File: src/rtl/fetch_stage.sv
// PC + IF/ID register stage feeding a byte-addressed instruction memory.
// Optional build macro FETCH_MISALIGN_TRAP_EN: trap on misaligned branch targets instead of masking.
module fetch_stage #(
  parameter int unsigned          ADDR_W    = 8,
  parameter int unsigned          DATA_W    = 32,
  parameter logic [ADDR_W-1:0]    RESET_PC  = '0,
  parameter int unsigned          PC_STEP   = 4,
  parameter logic [DATA_W-1:0]    HALT_WORD = '1,
  parameter logic [DATA_W-1:0]    NOP_WORD  = '0,
  parameter int unsigned          CNT_W     = 16
) (
  input  logic              clk_i,
  input  logic              reset_i,
  input  logic              stall_i,
  input  logic              flush_i,
  input  logic              branch_taken_i,
  input  logic [ADDR_W-1:0] branch_target_i,
  output logic [ADDR_W-1:0] direccion_o,
  input  logic [DATA_W-1:0] instruccion_i,
  output logic [ADDR_W-1:0] if_pc_o,
  output logic [ADDR_W-1:0] if_pc_plus4_o,
  output logic [DATA_W-1:0] if_instr_o,
  output logic              if_valid_o,
  output logic              halted_o,
  output logic [CNT_W-1:0]  instr_count_o,
  output logic              misalign_trap_o
);

  typedef enum logic [1:0] {StWarm, StRun, StHalt} state_e;

  state_e            state_q, state_d;
  logic [ADDR_W-1:0] pc_q, pc_d;
  logic [ADDR_W-1:0] if_pc_q, if_pc_d;
  logic [ADDR_W-1:0] if_pc4_q, if_pc4_d;
  logic [DATA_W-1:0] if_instr_q, if_instr_d;
  logic              if_valid_q, if_valid_d;
  logic [CNT_W-1:0]  cnt_q, cnt_d;
  logic [ADDR_W-1:0] pc_inc;

  assign pc_inc = pc_q + ADDR_W'(PC_STEP);

`ifdef FETCH_MISALIGN_TRAP_EN
  logic trap_q, trap_d;
  logic misaligned;
  assign misaligned = (branch_target_i[1:0] != 2'b00);
`else
  logic [ADDR_W-1:0] tgt_aligned;
  assign tgt_aligned = branch_target_i & ~ADDR_W'(3);
`endif

  always_comb begin
    state_d    = state_q;
    pc_d       = pc_q;
    if_pc_d    = if_pc_q;
    if_pc4_d   = if_pc4_q;
    if_instr_d = if_instr_q;
    if_valid_d = if_valid_q;
    cnt_d      = cnt_q;
`ifdef FETCH_MISALIGN_TRAP_EN
    trap_d     = trap_q;
`endif
    case (state_q)
      StWarm: state_d = StRun;
      StRun: begin
        if (branch_taken_i) begin
          if_valid_d = 1'b0;
          if_instr_d = NOP_WORD;
`ifdef FETCH_MISALIGN_TRAP_EN
          if (misaligned) begin
            trap_d  = 1'b1;
            state_d = StHalt;
          end else begin
            pc_d = branch_target_i;
          end
`else
          pc_d = tgt_aligned;
`endif
        end else if (stall_i) begin
          // PC holds; a concurrent flush still squashes the IF/ID slot
          if (flush_i) begin
            if_valid_d = 1'b0;
            if_instr_d = NOP_WORD;
          end
        end else if (flush_i) begin
          if_valid_d = 1'b0;
          if_instr_d = NOP_WORD;
          pc_d       = pc_inc;
        end else begin
          if_pc_d    = pc_q;
          if_pc4_d   = pc_inc;
          if_instr_d = instruccion_i;
          if_valid_d = 1'b1;
          cnt_d      = (&cnt_q) ? cnt_q : cnt_q + 1'b1;
          // HALT word is delivered to decode but PC stays parked on it
          if (instruccion_i == HALT_WORD) begin
            state_d = StHalt;
          end else begin
            pc_d = pc_inc;
          end
        end
      end
      StHalt: begin
        if_valid_d = 1'b0;
        if_instr_d = NOP_WORD;
      end
      default: state_d = StWarm;
    endcase
  end

  always_ff @(posedge clk_i) begin
    if (reset_i) begin
      state_q    <= StWarm;
      pc_q       <= RESET_PC;
      if_pc_q    <= '0;
      if_pc4_q   <= '0;
      if_instr_q <= NOP_WORD;
      if_valid_q <= 1'b0;
      cnt_q      <= '0;
`ifdef FETCH_MISALIGN_TRAP_EN
      trap_q     <= 1'b0;
`endif
    end else begin
      state_q    <= state_d;
      pc_q       <= pc_d;
      if_pc_q    <= if_pc_d;
      if_pc4_q   <= if_pc4_d;
      if_instr_q <= if_instr_d;
      if_valid_q <= if_valid_d;
      cnt_q      <= cnt_d;
`ifdef FETCH_MISALIGN_TRAP_EN
      trap_q     <= trap_d;
`endif
    end
  end

  assign direccion_o   = pc_q;
  assign if_pc_o       = if_pc_q;
  assign if_pc_plus4_o = if_pc4_q;
  assign if_instr_o    = if_instr_q;
  assign if_valid_o    = if_valid_q;
  assign halted_o      = (state_q == StHalt);
  assign instr_count_o = cnt_q;
`ifdef FETCH_MISALIGN_TRAP_EN
  assign misalign_trap_o = trap_q;
`else
  assign misalign_trap_o = 1'b0;
`endif

endmodule

File: config.mk
export PLATFORM = sky130hd
export DESIGN_NAME = fetch_stage
export DESIGN_NICKNAME = d
export VERILOG_FILES = /design/src/rtl/fetch_stage.sv
export SDC_FILE = /design/constraint.sdc
export NUM_CORES = 1
export LEC_CHECK = 0
export ABC_AREA = 1
export CORE_MARGIN = 2
export CORE_UTILIZATION = 26
export CTS_CLUSTER_DIAMETER = 120
export CTS_CLUSTER_SIZE = 30
export DETAILED_ROUTE_END_ITERATION = 7
export GPL_TIMING_DRIVEN = 0
export PLACE_DENSITY = 0.56
export REMOVE_ABC_BUFFERS = 1
export SYNTH_ARGS = -nofsm -noshare
export SYNTH_HDL_FRONTEND = slang
export SYNTH_SLANG_ARGS = --single-unit
File: constraint.sdc
create_clock -name clk_i -period 4.44 [get_ports clk_i]
set_input_delay 0.444 -clock clk_i [delete_from_list [all_inputs] [get_ports clk_i]]
set_output_delay 0.444 -clock clk_i [all_outputs]
set_load 0.01 [all_outputs]
==> flow_summary.toml, run 1 <==
[timing]
fmaxAchievable_ghz = 0.326
final_hold_viol_count = 0
rsz0062_at_grt = "no"
tightest_slew_ns = 1.29
slew_headroom_pct = 13.9
period_minus_slack_ns = 3.07
period_share_pct = 69.2
timing.final.ws_setup_ns = 1.37
drv_slew = 0
finalSetupViolations = 0
fin_setup_tns_ns = 0
finalHoldWorstSlack_ns = 0.484
clock_skew_ns = 0.00656

[yosys]
ys.warnings.count = 0
ys_seq_area_share_pct = 43.5
synth_edf_count = 0
synth-seq-cells = 69
synth_cells = 419
synth_cell_type_count = 29
synth-main-ff-cell = "dfxtp_1"
ys_async_sr_fraction_pct = 0
avgSynthCellArea_um2 = 7.58
syn_area_um2 = 3180

[global_route]
grt_pass1_wl_um = 14400
top_usage_layer = "met2"
grt_usage_pct = 13.6
grt_pass1_vias = 2902
grt-ovfl-total = 0
grt_util_met1_pct = 17.1
grt_max_degree = 39
antenna_found_initial = 0
grtUsageMet2_pct = 22.4
use_met3_pct = 3.60

[setup_path]
crit_slowest_cell = "nor3_4"
critPathKind = "primary input to register"
cp_num_buf_inv = 1
cp.arrival_ns = 3.32
start_kind = "primary input"
crit_family = "simple AND/OR/NAND/NOR gates"
crit_fanout = 34
required_ns = 4.69
path_cells = "clkdlybuf4s50_1 > nor2_2 > nand3_1 > nand2_2 > nor3_4 > a22oi_1 > nor2_1"
slowest_delay_ns = 1.14
cp-end-kind = "register"

[clocking]
hold_buffers = 0
cts_tree = "yes"
clkLatencyLatePin_ns = 0.33
cts.reportedPaths.clkPinSlew_ns = 0.06
htreeDepth = 3
post_cts_buffers = 0
cts.sinks = 69
cts_buffers = 9
cts_buffer_depth = 2
cts_resized = 0
clockRootBuffer = "clkbuf_16"

[layout]
fin_cells = 672
drive_above_1_share_pct = 6.10
nets = 572
area_growth_pct = 45.9
n_antenna_cell = 0

[drt]
vias = 3077
antenna_left = 0
wirelength_um = 8780
first_pass_iters = 5
vias_per_cell = 4.58
wire_per_inst_um = 13.1
drt_iter0_drc = 144
route.detailed.drc = 0

[placed_design]
pre_cts_ws_ns = 0.993
dp.cells = 657
numPortBuffers = 110
place_congestion = 0.807
dp_hpwl_um = 6240

[hold_path]
min-delay-path-class = "primary input to register"

[job]
cap_violations = 0

[status]
status = "finished clean"

[power_and_ir_drop]
leakagePower_uw = 0.00176
power-per-cell-area_nw_per_um2 = 402
irDropWorstVdd_mv = 0.181
power_uw = 1860

[floorplan]
rows = 40
ios = 120
die_height_um = 115
coreArea_um2 = 12000
die_x_um = 115
start_util_pct = 26.6
die_area_um2 = 13100
==> power breakdown <==
part	internal, uW	total (uW)	leakage, uW	switching, uW
combinational	192	465	0.00107	273
sequential	673	717	0.000558	44.3
clock	431	682	0.000134	250
==> placed cells by master, fill, tap and decap left out, types with 2 or more instances in the layout <==
cell             instances
o21ai_0                 16
clkdlybuf4s50_1        109
nand2_1                 83
conb_1                   7
nand3_1                 21
xnor2_1                  4
nand3_4                  2
xor2_1                  10
clkbuf_1                 4
a22oi_1                 32
nand4_1                  5
nand2_2                  2
clkbuf_16                9
nor2_1                  76
a21oi_2                  6
inv_1                   27
nor2_2                   2
dfxtp_1                 69
inv_2                    3
a21oi_1                 22
ha_1                     6
==> layout make-up <==
type,count,area (um2)
Tap cell,147,184
Fill cell,1229,7330
Sequential cell,69,1380
Inverter,30,113
Clock inverter,2,35.0
Clock buffer,13,240
Multi-Input combinational cell,300,1570
Timing Repair Buffer,111,1120
==> per-layer routing <==
metal	wire, um	part of all wire, %	vias up
met5	0	0	-
met4	105	1.2	0
met3	389	4.4	11
met2	4190	48	73
met1	4090	47	1425
li1	-	-	1568
==> synthesized netlist by cell type (3+ instances only) <==
master	instances	area share, %
a22oi_1	32	7.6
buf_4	7	1.7
nor2_1	76	9.0
inv_2	3	0.35
xor2_1	10	2.8
buf_2	7	1.1
nand3_1	21	3.3
dfxtp_1	69	43
clkbuf_1	6	0.71
o21ai_0	16	2.5
buf_1	5	0.59
a21oi_2	6	1.7
ha_1	6	2.4
nand4_1	5	0.98
inv_1	27	3.2
xnor2_1	4	1.1
nand2_1	83	9.8
a21oi_1	22	3.5
==> flip-flops by register name, summed over array words and instances (netlist names) <==
name / count
instr_count_o: 16
if_instr_o: 32
if_valid_o: 1
state_q: 2
if_pc_o: 6
if_pc_plus4_o: 6
direccion_o: 6
==> stage by stage <==
step | area (um2) | utilization, %
final | 4630 | 38.7
after global routing | 4630 | 38.7
after CTS | 4630 | 38.7
after detailed placement | 4360 | 36.4
after global placement | 4340 | 36.3
after floorplan | 3060 | -
==> logic make-up after synthesis <==
| family | after synthesis | share of synthesized area (%) |
|---|---|---|
| adder cells (fa/ha/maj) | 6 | 2.36 |
| flip-flops | 69 | 43.5 |
| other | 1 | 0.118 |
| AO/OA/AOI/OAI | 78 | 15.6 |
| buffers and inverters | 56 | 7.96 |
| AND/OR/NAND/NOR | 195 | 26.6 |
| XOR/XNOR | 14 | 3.86 |
==> worst paths after layout <==
check / startpoint / slack, ns / to / cells past startpoint
worst max register to register: state_q[1] / 1.70 / if_instr_o[5] / 7
worst min-delay path: reset_i / 0.48 / instr_count_o[13] / 2
worst min register to register: if_pc_o[2] / 0.49 / if_pc_o[2] / 2
worst max-delay path: branch_taken_i / 1.37 / if_instr_o[5] / 7
No activity file was read; power rests on OpenSTA's default activity.
==> run 2, diff against run 1 <==
- PLACE_DENSITY: 0.56 -> 0.58
- clock period: 4.44 -> 2.65 ns (I/O delays scaled with it)
==> flow_summary.toml, run 2 (synthesis results as in run 1) <==
[clocking]
clockRootBuffer = "clkbuf_16"
clkLatencyLatePin_ns = 0.33
cts_tree = "yes"
cts.sinks = 69
cts_buffer_depth = 2
cts_buffers = 9
htreeDepth = 3
cts.reportedPaths.clkPinSlew_ns = 0.06

[drt]
first_pass_iters = 7
route.detailed.drc = 0
wl_met1_um = 4230
routed.top_layer = "met4"
wirelength_um = 8990
drt_iter0_drc = 155
vias = 3095
met2WireLength_um = 4180
wire_per_inst_um = 13.3
vias_per_cell = 4.58
met3_length_um = 439
antenna_left = 0

[timing]
period_minus_slack_ns = 2.30
tightest_slew_ns = 0.759
drv_slew = 0
period_share_pct = 86.6
slew_headroom_pct = 49.2
final_hold_viol_count = 0
clock_skew_ns = 0.00433
finalSetupViolations = 0
timing.final.ws_setup_ns = 0.354
finalHoldWorstSlack_ns = 0.286
fmaxAchievable_ghz = 0.436
rsz0062_at_grt = "no"

[setup_path]
cp.arrival_ns = 2.56
start_kind = "primary input"
crit_fanout = 30
cp-end-kind = "register"
critPathKind = "primary input to register"
required_ns = 2.91

[global_route]
grt-ovfl-total = 0
grt_usage_pct = 14.1
grt_pass1_vias = 3073
antenna_found_initial = 0
grt_pass1_wl_um = 14500
grt_max_degree = 41

[placed_design]
place_congestion = 0.801
dp_hpwl_um = 6230
pre_cts_ws_ns = -0.634
placed_area_um2 = 4360
numPortBuffers = 110

[layout]
n_antenna_cell = 0
layout_common_cells = "clkdlybuf4s50_1 (109), nand2_1 (83), nor2_1 (76)"
final_util_pct = 39.2
final-seq-area_um2 = 1380
largest_register_ffs = 32
nFillCells = 1210
multiInputGateArea_um2 = 1580
layout_commonest_cell = "clkdlybuf4s50_1"
nets = 576
finalInstanceArea_um2 = 4690
area_growth_pct = 47.7
drive_above_1_share_pct = 7.37

[power_and_ir_drop]
leakagePower_uw = 0.00178
switchingPower_uw = 988
cellInternalPower_uw = 2160
irDropWorstVdd_mv = 0.302
clkPwrFrac_pct = 36.1
pwr-share-comb_pct = 25.9
power-per-cell-area_nw_per_um2 = 672
power_uw = 3150
seqPwrFrac_pct = 38.0
swShare_pct = 31.3

[hold_path]
min-delay-path-class = "primary input to register"

[floorplan]
ios = 120
die_x_um = 115
start_util_pct = 26.6
rows = 40
coreArea_um2 = 12000
die_area_um2 = 13100
die_height_um = 115

[job]
cap_violations = 0

[status]
status = "finished clean"
[run 2: cell types whose count changed in the layout (fill, tap and decap cells not counted)]
cell / change
buf_4: +2
clkinvlp_4: +1
clkbuf_1: -2
inv_1: -1
nor3_4: +1
clkbuf_8: +3
buf_12: +1
bufinv_16: -1
[run 2: per-layer routing]
layer | vias to the layer above | track usage [%]
met1 | 1432 | 17.8
met3 | 11 | 3.97
met2 | 76 | 22.8
met5 | - | 0
li1 | 1576 | -
met4 | 0 | 5.04
[run 2: metrics by stage]
stage,setup TNS [ns],cells
finish,0,676
global route,0,676
CTS,0,673
detailed placement,-21.19,657
global placement,-38.99,656
floorplan,0,399
[run 2: what timing repair did]
action,CTS,global route
endpoints found under the setup margin,33,42
cloned,1,0
hold buffers,0,0
resized for setup,1,1
setup buffers,0,3
pin swaps,1,2
[run 2: area by class of cell]
cell class / instances / area share [%]
clock inverters: 1 / 0.107
well taps: 147 / 3.92
multi-input cells: 301 / 33.7
clock buffers: 14 / 5.84
inverters: 30 / 2.48
repair buffers: 114 / 24.5
flip-flops and latches: 69 / 29.4
[run 2: final timing paths]
path | from | end | slack [ns] | cells past startpoint
worst max register to register | state_q[1] | instr_count_o[0] | 0.50 | 9
worst max-delay path | branch_taken_i | instr_count_o[0] | 0.35 | 9
worst min register to register | if_pc_o[2] | if_pc_o[2] | 0.48 | 2
worst min-delay path | reset_i | instr_count_o[15] | 0.29 | 2
[run 2: critical path, stage by stage]
cell and delay [ns]:
clkdlybuf4s50_1 0.80, nor2_2 0.13, nand3_1 0.18, clkinvlp_4 0.43, nand2_4 0.35, inv_2 0.14, nand2_1 0.08, nand2_1 0.04
nor2_1 0.10
[run 2: power groups by stage]
stage | logic [uW] | registers [uW] | clock network [uW]
floorplan | 386 | 1240 | 0
global placement | 769 | 1210 | 0
detailed placement | 788 | 1220 | 0
CTS | 818 | 1200 | 1170
global route | 913 | 1210 | 1220
finish | 815 | 1200 | 1140
